$ cat config.mk
export PLATFORM = sky130hd
export DESIGN_NAME = stopwatch_core
export DESIGN_NICKNAME = d
export VERILOG_FILES = /design/src/rtl/stopwatch_core.sv
export SDC_FILE = /design/constraint.sdc
export NUM_CORES = 1
export LEC_CHECK = 0
export BUFFER_PORTS_ARGS = -buffer_cell sky130_fd_sc_hd__buf_2
export CORE_UTILIZATION = 59
export CTS_CLUSTER_DIAMETER = 150
export DETAILED_ROUTE_END_ITERATION = 10
export GPL_TIMING_DRIVEN = 0
export PLACE_DENSITY = 0.8
export RECOVER_POWER = 50
export SKIP_LAST_GASP = 1
export SLEW_MARGIN = 0
export SYNTH_ARGS = -nofsm -noshare
export SYNTH_HDL_FRONTEND = slang
export SYNTH_SLANG_ARGS = --single-unit
$ cat constraint.sdc
create_clock -name clk_c -period 2.5 [get_ports clk_c]
set_clock_uncertainty 0.15 [all_clocks]
set_input_delay 0.5 -clock clk_c [delete_from_list [all_inputs] [get_ports clk_c]]
set_output_delay 0.5 -clock clk_c [all_outputs]
set_load 0.01 [all_outputs]
$ cat src/rtl/stopwatch_core.sv
// stopwatch_core
// MM:SS stopwatch that counts up or down in BCD and offers an adjust mode for
// loading individual digits.
//
// Parameters
//   TICK_DIV      clk_c cycles per count step (1..65536)
//   MIN_TENS_MAX  upper limit of the minutes tens digit (1..9)
//
// Ports
//   clk_c      in   system clock, rising edge
//   reset_c    in   asynchronous active-high reset
//   pause_c    in   start/pause request (debounced); only its rising edge acts
//   adj        in   level, 1 = adjust mode
//   sel[1:0]   in   digit select in adjust mode (0 sec ones .. 3 min tens)
//   num[3:0]   in   value loaded into the selected digit (clamped)
//   load       in   write strobe, honoured only in adjust mode
//   dir        in   0 = count up, 1 = count down
//   sec_ones, sec_tens, min_ones, min_tens [3:0]  out  registered BCD digits
//   running    out  1 while counting
//   wrap       out  one-cycle pulse on an up-count rollover to 00:00
//   done       out  sticky flag, set when a down count reaches 00:00
module stopwatch_core #(
    parameter int TICK_DIV     = 1,
    parameter int MIN_TENS_MAX = 5
) (
    input  logic       clk_c,
    input  logic       reset_c,
    input  logic       pause_c,
    input  logic       adj,
    input  logic [1:0] sel,
    input  logic [3:0] num,
    input  logic       load,
    input  logic       dir,
    output logic [3:0] sec_ones,
    output logic [3:0] sec_tens,
    output logic [3:0] min_ones,
    output logic [3:0] min_tens,
    output logic       running,
    output logic       wrap,
    output logic       done
);

    localparam logic [15:0] PRE_LAST = 16'(TICK_DIV - 1);
    localparam logic [3:0]  MT_MAX   = 4'(MIN_TENS_MAX);

    typedef enum logic [1:0] {
        IDLE = 2'd0,
        RUN  = 2'd1,
        ADJ  = 2'd2
    } state_t;

    state_t      state;
    state_t      state_nx;
    logic        pause_q;
    logic [15:0] presc;
    logic        pe;
    logic        step;
    logic        is_zero;
    logic        at_max;
    logic        down_to_zero;
    logic [3:0]  so_nx;
    logic [3:0]  st_nx;
    logic [3:0]  mo_nx;
    logic [3:0]  mt_nx;
    logic        done_nx;
    logic        wrap_nx;

    assign pe      = pause_c & ~pause_q;
    // A pending adjust request freezes the count, so a step that would land
    // in the same cycle as adj is dropped.
    assign step    = (state == RUN) && (presc == PRE_LAST) && !adj;
    assign is_zero = (sec_ones == 4'd0) && (sec_tens == 4'd0) &&
                     (min_ones == 4'd0) && (min_tens == 4'd0);
    assign at_max  = (sec_ones == 4'd9) && (sec_tens == 4'd5) &&
                     (min_ones == 4'd9) && (min_tens == MT_MAX);
    // A down step from 00:01 lands on zero; a down step while already at
    // zero (dir flipped mid-run) holds there and also counts as reaching it.
    assign down_to_zero = is_zero ||
                          ((sec_ones == 4'd1) && (sec_tens == 4'd0) &&
                           (min_ones == 4'd0) && (min_tens == 4'd0));

    // Next-state, next-digit and flag logic.
    always_comb begin
        state_nx = state;
        so_nx    = sec_ones;
        st_nx    = sec_tens;
        mo_nx    = min_ones;
        mt_nx    = min_tens;
        done_nx  = done;
        wrap_nx  = 1'b0;

        if (step) begin
            if (!dir) begin
                wrap_nx = at_max;
                if (sec_ones == 4'd9) begin
                    so_nx = 4'd0;
                    if (sec_tens == 4'd5) begin
                        st_nx = 4'd0;
                        if (min_ones == 4'd9) begin
                            mo_nx = 4'd0;
                            mt_nx = (min_tens == MT_MAX) ? 4'd0 : min_tens + 4'd1;
                        end else begin
                            mo_nx = min_ones + 4'd1;
                        end
                    end else begin
                        st_nx = sec_tens + 4'd1;
                    end
                end else begin
                    so_nx = sec_ones + 4'd1;
                end
            end else if (!is_zero) begin
                if (sec_ones == 4'd0) begin
                    so_nx = 4'd9;
                    if (sec_tens == 4'd0) begin
                        st_nx = 4'd5;
                        if (min_ones == 4'd0) begin
                            mo_nx = 4'd9;
                            mt_nx = min_tens - 4'd1;
                        end else begin
                            mo_nx = min_ones - 4'd1;
                        end
                    end else begin
                        st_nx = sec_tens - 4'd1;
                    end
                end else begin
                    so_nx = sec_ones - 4'd1;
                end
            end
        end

        if (adj) begin
            state_nx = ADJ;
        end else begin
            case (state)
                ADJ: state_nx = IDLE;
                IDLE: begin
                    if (pe && !(dir && is_zero)) begin
                        state_nx = RUN;
                        done_nx  = 1'b0;
                    end
                end
                RUN: begin
                    if (step && dir && down_to_zero) begin
                        state_nx = IDLE;
                        done_nx  = 1'b1;
                    end
                    if (pe) begin
                        state_nx = IDLE;
                    end
                end
                default: state_nx = IDLE;
            endcase
        end

        if ((state == ADJ) && load) begin
            done_nx = 1'b0;
            case (sel)
                2'd0: so_nx = (num > 4'd9) ? 4'd9 : num;
                2'd1: st_nx = (num > 4'd5) ? 4'd5 : num;
                2'd2: mo_nx = (num > 4'd9) ? 4'd9 : num;
                default: mt_nx = (num > MT_MAX) ? MT_MAX : num;
            endcase
        end
    end

    // State, prescaler, digits and registered flags. running is registered
    // from the next state so it always matches the current state.
    always_ff @(posedge clk_c or posedge reset_c) begin
        if (reset_c) begin
            state    <= IDLE;
            pause_q  <= 1'b0;
            presc    <= 16'd0;
            sec_ones <= 4'd0;
            sec_tens <= 4'd0;
            min_ones <= 4'd0;
            min_tens <= 4'd0;
            running  <= 1'b0;
            wrap     <= 1'b0;
            done     <= 1'b0;
        end else begin
            state    <= state_nx;
            pause_q  <= pause_c;
            if (state != RUN || presc == PRE_LAST) begin
                presc <= 16'd0;
            end else begin
                presc <= presc + 16'd1;
            end
            sec_ones <= so_nx;
            sec_tens <= st_nx;
            min_ones <= mo_nx;
            min_tens <= mt_nx;
            running  <= (state_nx == RUN);
            wrap     <= wrap_nx;
            done     <= done_nx;
        end
    end

endmodule

==> metrics.cfg <==
[run_status]
outcome=finished with violations
violations=design-rule violations, max-capacitance violations

[logic_synthesis]
synthesis.instances=333
synth_top_area_cell=dfrtp_1
synth.top_cell.area_share_pct=33.6
syn-mean-instance-area_um2=8.50
mappedNetlistArea_mm2=0.00283
synth_cell_type_count=70
async_flop_share_pct=100
synthTopCellsByArea=dfrtp_1, nor2_1, nand2_1, o21ai_0, ha_1
synth_nets=352
yosysMostFrequentCell=nor2_1
synthTopCellsByCount=nor2_1, dfrtp_1, nand2_1
synth_edf_count=0
synth-seq-cells=38
yosysSeqAreaShare_pct=33.6
synth_warnings=0
yosys_most_used_dff=dfrtp_1

[global_routing]
globalRouteOverflowTotal=0
track_usage_pct=30.8
grt_start_max_net_pins=39
grt_pass1_vias=2435
grt_pass1_wl_mm=12.1
antenna_found_initial=0

[min_path]
holdCritPathClass=input port to register

[final_layout]
final_cell_area_mm2=0.00318
area_growth_pct=12.5
fill_cells=360
drive_gt1_share_pct=15.1
antennaDiodeCount=0
finalNetCount=389

[sta]
fmax_ghz=0.415
post-route-period-util_pct=96.4
whs_ps=190
setup_viol=0
min_period_ps=2410
setup_tns_ps=0
slew_headroom_pct=0.439
worst_pin_slew_ps=1490
drv_slew=0
rsz0062_at_grt=no
hold_viol_final=0
setup_slack_ps=90.5

[setup_path]
cp-start-kind=register
r2r_slack_ps=90
cpMaxStageDelayCell=dfrtp_1
critPathKind=register to register
required_ps=2520
path_cells=inv_1, ha_1, nor4b_4, nand4_2, or2_1, buf_2, o31ai_1, a31oi_1
path_max_fanout=10
critPathMaxStageDelay_ps=410
arrival_ps=2430
endpoint_kind=register

[detailed_routing]
vias=2836
ant_nets=0
drtPass1Iterations=11
drt_wl_total_mm=7.52
post_drt_wl_per_cell_um=17.8
drt-initial-drc-count=426
route.detailed.drc=4
viasPerCell=6.70

[clocking]
numCtsBuffers=5
clk_latency_ps=300
cts_hold_buf=0
htree_num_levels=2
cts.sinks=38
cts.clk_slew.worst_paths_ps=90
clock-root-buffer=clkbuf_8
clockBufferDepth=2
cts_tree=built

[pwr]
leakagePower_nw=1.25
power_frac_clock_pct=30.4
combPwrFrac_pct=27.8
internal-power_mw=1.15
p_sw_share_pct=34.8
powerDensity_mw_per_mm2=555
p_switching_mw=0.614
p_seq_share_pct=41.7
peakVddDrop_uv=382

[placed_design]
hpwl_mm=5.38
port_buffers=29
placed_cell_area_mm2=0.00304
place_congestion=0.924
dp_slack_ps=11.1

[floorplanning]
std_cell_rows=24
core_area_mm2=0.00447
fp.dieW_um=71.2
die_h_um=71.2
die_area_mm2=0.00508
io-pin-count=31
initial_utilization_pct=63.2

[flow_run]
maxCapViolCount=1

[through the flow]
stage | utilization, % | total power, mW | instances
after floorplan | - | 1.08 | 333
after global placement | 67.9 | 1.22 | 414
after detailed placement | 67.9 | 1.22 | 414
after CTS | 70.5 | 1.75 | 422
after global routing | 71.1 | 1.84 | 423
final | 71.1 | 1.77 | 423
[worst paths after layout]
check | end | cells past startpoint | from
hold / removal | pause_q$_DFF_PP0_ | 1 | pause_c
setup / recovery | min_ones[0]$_DFF_PP0_ | 8 | presc[0]$_DFF_PP0_
setup reg to reg | min_ones[0]$_DFF_PP0_ | 8 | presc[0]$_DFF_PP0_
max in group asynchronous | done$_DFFE_PP0P_ | 2 | reset_c
hold reg to reg | presc[0]$_DFF_PP0_ | 1 | presc[0]$_DFF_PP0_
min in group asynchronous | sec_ones[0]$_DFF_PP0_ | 2 | reset_c
[routing by layer]
metal / GRT usage, % / vias to the layer above / routed length, µm
li1: - / 1301 / -
met1: 45.7 / 1331 / 3420
met2: 43.7 / 172 / 3290
met3: 7.74 / 32 / 624
met4: 10.4 / 0 / 190
met5: 0 / - / 0
[cell families after synthesis]
family,Yosys count,synth area share [%]
buf+inv,38,5.75
xor+xnor,14,4.33
mux,6,2.17
flops,38,33.6
compound gates,82,20.1
fa+ha+maj,7,3.10
simple gates,148,30.9
[area by class of cell]
class,instances,area (µm²),share of cell area [%]
multi-input cells,257,1750,55.0
flip-flops and latches,38,951,29.9
repair buffers,30,144,4.52
plain buffers,20,95.1,2.99
clock buffers,6,72.6,2.28
inverters,18,67.6,2.12
well taps,52,65.1,2.04
clock inverters,2,37.5,1.18
[power groups by stage]
stage | sequential [mW] | combinational, mW | clock [mW]
6_report | 0.737 | 0.491 | 0.537
3_5_place_dp | 0.746 | 0.477 | 0
3_3_place_gp | 0.743 | 0.473 | 0
4_1_cts | 0.735 | 0.480 | 0.536
5_1_grt | 0.747 | 0.539 | 0.558
2_1_floorplan | 0.757 | 0.324 | 0
[what timing repair did]
item / 4_1_cts / 5_1_grt
gates resized for setup: 1 / 4
endpoints found under the setup margin: 1 / 16
pin swaps: 0 / 1
buffers inserted: 0 / 1
[placed cells by master (no fill, tap or decap), drive strengths merged, types with 3 or more instances in the layout]
master  count
a211oi      4
a21oi       9
a31oi       8
and4        4
buf        31
clkbuf     25
dfrtp      38
ha          7
inv        17
mux2i       5
nand2      28
nand3      10
nand4      12
nor2       43
nor3       11
nor3b       5
nor4        8
o211a       3
o211ai      3
o21ai      22
o22ai       3
o31ai       4
or2         3
or3         4
xnor2       7
xor2        7
[sequential cells by signal, summed over array words and instances (netlist names)]
name	flops
min_ones	4
presc	16
sec_tens	4
running	1
sec_ones	4
pause_q	1
wrap	1
min_tens	4
state	2
done	1
[worst max-delay path, delay by kind of cell (launching register included)]
family	cells	cell delay (ps)
flops	1	410
compound gates	2	380
buf+inv	2	320
fa+ha+maj	1	170
simple gates	3	850
No activity file was read; power rests on OpenSTA's default activity.
